`src/rtl/phys_reg_map_restore_ctrl_pkg.sv`:
```
// Shared types for the map-table recovery controller: ROB index, register tags,
// checkpoint column and the controller state encoding.
package phys_reg_map_restore_ctrl_pkg;

    localparam int ROB_DEPTH  = 16;
    localparam int ROB_IDX_W  = $clog2(ROB_DEPTH);
    localparam int ARCH_TAG_W = 5;
    localparam int PHYS_TAG_W = 6;
    localparam int CKPT_COL_W = 2;
    localparam int PERF_W     = 16;

    typedef logic [ROB_IDX_W-1:0]  ROB_index_t;
    typedef logic [ARCH_TAG_W-1:0] arch_reg_tag_t;
    typedef logic [PHYS_TAG_W-1:0] phys_reg_tag_t;
    typedef logic [CKPT_COL_W-1:0] checkpoint_column_t;

    typedef enum logic [1:0] {
        IDLE  = 2'd0,
        CHKPT = 2'd1,
        WALK  = 2'd2,
        DONE  = 2'd3
    } restore_ctrl_state_t;

    // ROB_DEPTH is a power of two, so plain modular subtraction wraps 0 -> ROB_DEPTH-1.
    function automatic ROB_index_t rob_dec(input ROB_index_t idx);
        return idx - ROB_index_t'(1);
    endfunction

    function automatic logic [PERF_W-1:0] sat_inc(input logic [PERF_W-1:0] cnt);
        return (cnt == '1) ? cnt : cnt + PERF_W'(1);
    endfunction

endpackage

```
`src/rtl/phys_reg_map_restore_ctrl.sv`:
```
// Map-table recovery after misspeculation: one-cycle checkpoint restore, else ROB walk
// youngest->oldest reverting mappings. Optional perf counters: PHYS_REG_MAP_RESTORE_PERF_EN.
//
// state | meaning
// IDLE  | ready for a restart request
// CHKPT | checkpoint restore attempted this cycle
// WALK  | reading ROB at walk_ptr, reverting until the branch entry
// DONE  | recovery complete, restore_done pulse
module phys_reg_map_restore_ctrl
    import phys_reg_map_restore_ctrl_pkg::*;
(
    input  logic               CLK,
    input  logic               nRST,
    input  logic               restart_valid,
    output logic               restart_ready,
    input  ROB_index_t         restart_ROB_index,
    input  ROB_index_t         restart_tail_index,
    input  logic               restart_speculate_failed,
    input  checkpoint_column_t restart_safe_column,
    output logic               restore_checkpoint_valid,
    output logic               restore_checkpoint_speculate_failed,
    output ROB_index_t         restore_checkpoint_ROB_index,
    output checkpoint_column_t restore_checkpoint_safe_column,
    input  logic               restore_checkpoint_success,
    output ROB_index_t         rob_read_index,
    input  logic               rob_read_dest_valid,
    input  arch_reg_tag_t      rob_read_arch_reg_tag,
    input  phys_reg_tag_t      rob_read_safe_phys_reg_tag,
    input  phys_reg_tag_t      rob_read_speculated_phys_reg_tag,
    output logic               revert_valid,
    output arch_reg_tag_t      revert_dest_arch_reg_tag,
    output phys_reg_tag_t      revert_safe_dest_phys_reg_tag,
    output phys_reg_tag_t      revert_speculated_dest_phys_reg_tag,
    output logic               stall_rename,
    output logic               restore_done
`ifdef PHYS_REG_MAP_RESTORE_PERF_EN
   ,output logic [PERF_W-1:0]  restore_walk_cycles
   ,output logic [PERF_W-1:0]  restore_chkpt_hits
`endif
);

    restore_ctrl_state_t state_q, state_d;
    ROB_index_t          br_idx_q, br_idx_d;
    ROB_index_t          tail_idx_q, tail_idx_d;
    ROB_index_t          walk_ptr_q, walk_ptr_d;
    logic                spec_failed_q, spec_failed_d;
    checkpoint_column_t  column_q, column_d;

    always_ff @(posedge CLK or negedge nRST) begin
        if (!nRST) begin
            state_q       <= IDLE;
            br_idx_q      <= '0;
            tail_idx_q    <= '0;
            walk_ptr_q    <= '0;
            spec_failed_q <= 1'b0;
            column_q      <= '0;
        end else begin
            state_q       <= state_d;
            br_idx_q      <= br_idx_d;
            tail_idx_q    <= tail_idx_d;
            walk_ptr_q    <= walk_ptr_d;
            spec_failed_q <= spec_failed_d;
            column_q      <= column_d;
        end
    end

    always_comb begin
        state_d                             = state_q;
        br_idx_d                            = br_idx_q;
        tail_idx_d                          = tail_idx_q;
        walk_ptr_d                          = walk_ptr_q;
        spec_failed_d                       = spec_failed_q;
        column_d                            = column_q;
        restart_ready                       = 1'b0;
        restore_checkpoint_valid            = 1'b0;
        revert_valid                        = 1'b0;
        revert_dest_arch_reg_tag            = '0;
        revert_safe_dest_phys_reg_tag       = '0;
        revert_speculated_dest_phys_reg_tag = '0;
        restore_done                        = 1'b0;

        unique case (state_q)
            IDLE: begin
                restart_ready = 1'b1;
                if (restart_valid) begin
                    br_idx_d      = restart_ROB_index;
                    tail_idx_d    = restart_tail_index;
                    spec_failed_d = restart_speculate_failed;
                    column_d      = restart_safe_column;
                    state_d       = CHKPT;
                end
            end
            CHKPT: begin
                restore_checkpoint_valid = 1'b1;
                if (restore_checkpoint_success) begin
                    state_d = DONE;
                end else begin
                    walk_ptr_d = rob_dec(tail_idx_q);
                    state_d    = WALK;
                end
            end
            WALK: begin
                // The branch's own mapping stays; reaching it ends the walk.
                if (walk_ptr_q == br_idx_q) begin
                    state_d = DONE;
                end else begin
                    revert_valid                        = rob_read_dest_valid;
                    revert_dest_arch_reg_tag            = rob_read_arch_reg_tag;
                    revert_safe_dest_phys_reg_tag       = rob_read_safe_phys_reg_tag;
                    revert_speculated_dest_phys_reg_tag = rob_read_speculated_phys_reg_tag;
                    walk_ptr_d                          = rob_dec(walk_ptr_q);
                end
            end
            DONE: begin
                restore_done = 1'b1;
                state_d      = IDLE;
            end
            default: state_d = IDLE;
        endcase
    end

    assign stall_rename                        = (state_q != IDLE);
    assign rob_read_index                      = walk_ptr_q;
    assign restore_checkpoint_ROB_index        = br_idx_q;
    assign restore_checkpoint_speculate_failed = spec_failed_q;
    assign restore_checkpoint_safe_column      = column_q;

`ifdef PHYS_REG_MAP_RESTORE_PERF_EN
    logic [PERF_W-1:0] walk_cycles_q, chkpt_hits_q;

    always_ff @(posedge CLK or negedge nRST) begin
        if (!nRST) begin
            walk_cycles_q <= '0;
            chkpt_hits_q  <= '0;
        end else begin
            if (state_q == WALK) begin
                walk_cycles_q <= sat_inc(walk_cycles_q);
            end
            if (state_q == CHKPT && restore_checkpoint_success) begin
                chkpt_hits_q <= sat_inc(chkpt_hits_q);
            end
        end
    end

    assign restore_walk_cycles = walk_cycles_q;
    assign restore_chkpt_hits  = chkpt_hits_q;
`endif

endmodule

```
`config.mk`:
```
export PLATFORM = sky130hd
export DESIGN_NAME = phys_reg_map_restore_ctrl
export DESIGN_NICKNAME = d
export VERILOG_FILES = /design/src/rtl/phys_reg_map_restore_ctrl_pkg.sv /design/src/rtl/phys_reg_map_restore_ctrl.sv
export SDC_FILE = /design/constraint.sdc
export NUM_CORES = 1
export LEC_CHECK = 0
export BUFFER_PORTS_ARGS = -buffer_cell sky130_fd_sc_hd__buf_2
export CAP_MARGIN = 20
export CORE_ASPECT_RATIO = 0.5
export CORE_MARGIN = 5
export CORE_UTILIZATION = 39
export DETAILED_ROUTE_END_ITERATION = 6
export HOLD_SLACK_MARGIN = 0.02
export PLACE_DENSITY = 0.85
export SYNTH_ARGS = -nofsm -noshare
export SYNTH_HDL_FRONTEND = slang
export SYNTH_SLANG_ARGS = --single-unit
```
`constraint.sdc`:
```
create_clock -name CLK -period 1.8 [get_ports CLK]
set_clock_uncertainty 0.05 [all_clocks]
set_input_delay 0.09 -clock CLK [delete_from_list [all_inputs] [get_ports CLK]]
set_output_delay 0.09 -clock CLK [all_outputs]
set_load 0.03 [all_outputs]
```
Word-level counts from Yosys, hierarchy flattened
Index checks and enable logic that the tools add are counted.
{ "word_totals": {"memories": 0, "latch_bits": 0, "reg_bits": 17, "word_cells": 40, "input_bits": 33, "ram_bits": 0, "romBits": 0, "out_inout_bits": 33} }
{ "op_classes": {"multipliers": 0, "n_shift": 0, "magnitude_cmp": 0, "muxes": 18, "div_mod_pow": 0, "n_addsub": 2, "bitwise_logic": 0, "n_eq_ne": 8, "n_reduce_logical": 6} }
{ "op_table": {"columns": ["cell", "n"], "rows": [
  ["two-way mux 6 bit", 4],
  ["two-way mux 5 bit", 2],
  ["two-way mux 4 bit", 2],
  ["inequality test 2 bit, second input constant", 4],
  ["one-hot mux 2 bit (4 select lines)", 1],
  ["one-hot mux 4 bit (2 select lines)", 1],
  ["subtractor 4 x 1 -> 4 bit, second input constant", 2],
  ["two-way mux 1 bit", 6],
  ["equality test 2 bit, second input constant", 2],
  ["equality test 4 bit", 1],
  ["two-way mux 2 bit", 2],
  ["AND reduction 2 bit", 2],
  ["nonzero test 2 bit", 2],
  ["AND reduction 3 bit", 1],
  ["equality test 2 x 1 -> 1 bit, second input constant", 1],
  ["logical NOT 2 bit", 1]
]} }

Depth between registers and ports, before layout
{ "logic_depth": {"ltp_word": 3, "ltp_mapped": 8, "ltp_nobuf": 7} }

Worst setup path after synthesis
OpenSTA, ideal clock, no wires.
{ "synth_path": {"kind": "flip-flop to flip-flop", "start": "register walk_ptr_q[0], in the netlist rob_read_index[0]", "end": "register state_q[1]", "t_arrival_ps": 1832, "path_buffers": 0, "stages_incl_launch_ff": 5, "path_slack_ps": -208, "path_cell_list": "dfrtp_1 -> xor2_1 -> o41a_4 -> or2_4 -> mux2_4"} }
{ "synth_via": {"elab_chain_cells": 3} }
{ "synth_rtl": {"columns": ["item", "line", "text"], "rows": [
  ["start: declaration", "phys_reg_map_restore_ctrl.sv:45", "ROB_index_t walk_ptr_q, walk_ptr_d;"],
  ["start signal: assignment", "phys_reg_map_restore_ctrl.sv:61", "walk_ptr_q <= walk_ptr_d;"],
  ["equality test 4 bit", "phys_reg_map_restore_ctrl.sv:104", "if (walk_ptr_q == br_idx_q) begin"],
  ["inequality test 2 bit (no line)", null, null],
  ["AND reduction 2 bit (no line)", null, null],
  ["end signal: assignment", "phys_reg_map_restore_ctrl.sv:58", "state_q <= state_d;"],
  ["end: declaration", "phys_reg_map_restore_ctrl.sv:42", "restore_ctrl_state_t state_q, state_d;"]
]} }
Every way passes these cells.
A chain may end at the register's enable or synchronous reset.

Worst setup path in the final report
{ "layout_path": {"start": "register walk_ptr_q[2], in the netlist rob_read_index[2]", "end": "output port revert_dest_arch_reg_tag[3]"} }
{ "layout_via": {"elab_chain_cells": 3} }
{ "layout_rtl": {"columns": ["item", "line", "text"], "rows": [
  ["equality test 4 bit", "phys_reg_map_restore_ctrl.sv:104", null],
  ["two-way mux 5 bit", "phys_reg_map_restore_ctrl.sv:104", null],
  ["two-way mux 5 bit", "phys_reg_map_restore_ctrl.sv:82", "unique case (state_q)"],
  ["end: declaration", "phys_reg_map_restore_ctrl.sv:31", "output arch_reg_tag_t revert_dest_arch_reg_tag,"]
]} }
Every way passes these cells.

==> run summary <==
GPL Wtd Cong -> 0.876
Ports -> 66
Hpwl dp -> 2580 µm
Total GRT Usage -> 23.9%
Antenna cell count -> 0
Vias in the first global route -> 1364
Worst skew pair latency -> 260 ps
Synth Flop Type -> dfrtp_1
Combinational family with the most area after synthesis -> simple AND/OR/NAND/NOR gates
Least-Margin Pin Slew -> 410 ps
CP Class -> reg -> out
Final period util -> 111%
Cell Pwr Density -> 2470 mW/mm²
Largest net degree at the start of global routing -> 18
Critical Path Source Type -> flip-flop
Clk slew on worst S/H paths -> 70 ps
Die area -> 0.00410 mm²
CTS root buf -> clkbuf_8
CTS Buf Count -> 3
Slew HR -> 72.7%
Netlist cell types -> 34
First-pass GRT wire length -> 7200 µm
Crit Path Max Fanout -> 6
Area growth from synthesis to layout -> 84.9%
Failing checks -> negative setup slack
Die Y -> 47.9 µm
Sum of negative setup slack -> -3830 ps
Adder-Cell Fraction of Synth Area -> 6.71%
H-tree lvl count -> 1
DRC Markers -> 0
IO Port Bufs -> 65
Initial antenna violation count -> 0
Site Rows -> 13
Final Max Tran Viols -> 0
Initial Util -> 41.9%
# clock sinks -> 17
Slowest-stage cell, CP -> o41a_4
Fin. Hold Viols -> 0
HP Start -> restart_ROB_index[3]
Critical Path Source -> rob_read_index[2]
Sequential fraction of the synthesis area -> 38.0%
Maxcap violations -> 0
Final WL -> 5780 µm
Vias -> 1406
Synth Warn # -> 0
Final setup viols -> 24
Xor-xnor portion of the synthesized cell area -> 3.91%
Synthesized Nets -> 146
Worst Hold Depth -> 2
Register bit total from synthesis -> 17
EDFF count, synth -> 0
Multiplexer share of the synthesized area -> 16.9%
Worst R2R Start -> state_q[0]
Vias/cell -> 6.01
Worst-case clock buffer depth -> 2
Critical-path cell list -> xor2_1 -> o41a_4 -> buf_6 -> and2_4 -> buf_6
Layout cells sized above 1 -> 77.2%
Unrepaired setup endpoints after global routing -> true
WL/cell -> 24.7 µm
Simple-gate share of the synthesized area -> 21.0%
Tot Pwr -> 0.00510 W
Leakage -> 0.984 nW
Outcome -> finished with violations
Antenna viol nets, final -> 0
Number of DRC markers in iteration 0 -> 167
Pre-CTS worst setup slack -> -91.7 ps
Netlist area before placement -> 0.00112 mm²
Worst endpoint required time -> 1660 ps
Crit. End Element -> output pin
Crit path largest cell delay -> 550 ps
Total gr overflow -> 0
Most frequent CP cell -> buf_6
Min Tclk post-route -> 1990 ps
CORE AREA -> 0.00267 mm²
Final WS setup -> -193 ps
Fillers -> 147
Die width -> 85.7 µm
NumNets Final -> 237
Hold/Removal Path Class -> in -> reg
TritonCTS clock tree -> yes
Max Freq -> 502 MHz
Post-Syn Instances -> 107
DR pass1 iterations -> 4
R2R depth -> 7
WP data arrival -> 1850 ps
Syn Area/Cell -> 10.5 µm²
Complex-gate fraction of the synthesized area -> 10.3%
IR drop worst, VDD -> 1.22 mV
Worst R2R Setup Slack -> -170 ps
FFs w/ async S/R, synth -> 100%
-- final cells by class --
cell class	instances	area, µm²	area share (%)
repair buffers	91	687	33.2
clock buffers	4	45.0	2.18
multi-input cells	81	843	40.8
flip-flops and latches	17	432	20.9
well taps	37	46.3	2.24
inverters	4	15.0	0.726
-- synthesized netlist by cell type, types with 2 or more instances --
cell	count	area [µm²]
a211oi_1	2	15.0
and2_1	18	113
clkbuf_1	4	15.0
dfrtp_1	17	425
ha_1	6	75.1
inv_1	4	15.0
mux2_2	11	124
mux2i_1	5	50.1
nand2_1	3	11.3
nand2b_1	3	18.8
nor2_1	6	22.5
nor3_1	2	10.0
o31ai_1	2	15.0
xor2_1	4	35.0
-- state kept, by name, indices dropped and copies added, names as in the netlist --
register and count:
restore_checkpoint_ROB_index 4, restore_checkpoint_safe_column 2, tail_idx_q 4, restore_checkpoint_speculate_failed 1
state_q 2, rob_read_index 4
-- layout by cell type, fill, tap and decap left out, types with 3 or more instances in the layout --
cell type / count
mux2_2: 11
buf_2: 47
clkbuf_8: 3
ha_1: 3
nor2_1: 4
dfrtp_2: 5
buf_4: 13
nand2b_1: 3
dfrtp_1: 12
buf_6: 27
and2_4: 18
xor2_1: 3
dlygate4sd3_1: 3
nand2_1: 3
-- critical path: cells and delay by family (launching register included) --
family | cells | cell delay, ps
compound gates | 1 | 550
buf+inv | 2 | 290
simple gates | 1 | 140
flops | 1 | 430
xor+xnor | 1 | 170
-- path summary, 6_finish.rpt --
check	end
setup / recovery	revert_dest_arch_reg_tag[3]
hold / removal	restore_checkpoint_ROB_index[3]
setup reg to reg	rob_read_index[2]
hold reg to reg	restore_checkpoint_speculate_failed
max in group asynchronous	rob_read_index[0]
min in group asynchronous	tail_idx_q[1]
-- kinds of logic (layout without fill, tap and decap cells) --
family,after synthesis,count (layout)
AOI/OAI and AO/OA,13,13
xor gates and xnor gates,5,5
adders and majority gates,6,6
buffers and inverters,9,99
DFF,17,17
muxes,17,17
and+or+nand+nor,40,40
-- power breakdown --
| part | internal, W | switching, W | leakage, nW |
|---|---|---|---|
| combinational | 0.00184 | 0.00215 | 0.768 |
| clock | 0.000158 | 0.000145 | 0.0228 |
| sequential | 0.000599 | 0.000205 | 0.193 |
| total | 0.00260 | 0.00250 | 0.984 |
-- metrics by stage --
stage	instance area, µm²	cells	hold WS (ps)	util, %
global route	2070	234	23.3	77.5
floorplan	1150	107	-256	-
detailed placement	1640	221	-11.5	61.4
CTS	1970	233	20.4	73.9
finish	2070	234	13.4	77.5
global placement	1640	221	-17.7	61.4
-- repair_timing --
| item | 4_1_cts | 5_1_grt |
|---|---|---|
| hold buffers | 3 | 0 |
| setup buffers | 3 | 1 |
| hold endpoints to repair | 19 | 0 |
| pin swaps | 21 | 3 |
| cloned | 2 | 0 |
| setup endpoints to repair | 22 | 24 |
| gates resized for setup | 67 | 18 |
-- metal layers --
metal	global-route usage (%)	vias up	share of wire (%)
li1	-	553	-
met1	27.6	676	35
met2	46.9	125	47
met3	3.78	52	9.5
met4	9.46	0	9.3
met5	0	-	0
(Power assumes the default switching activity.)
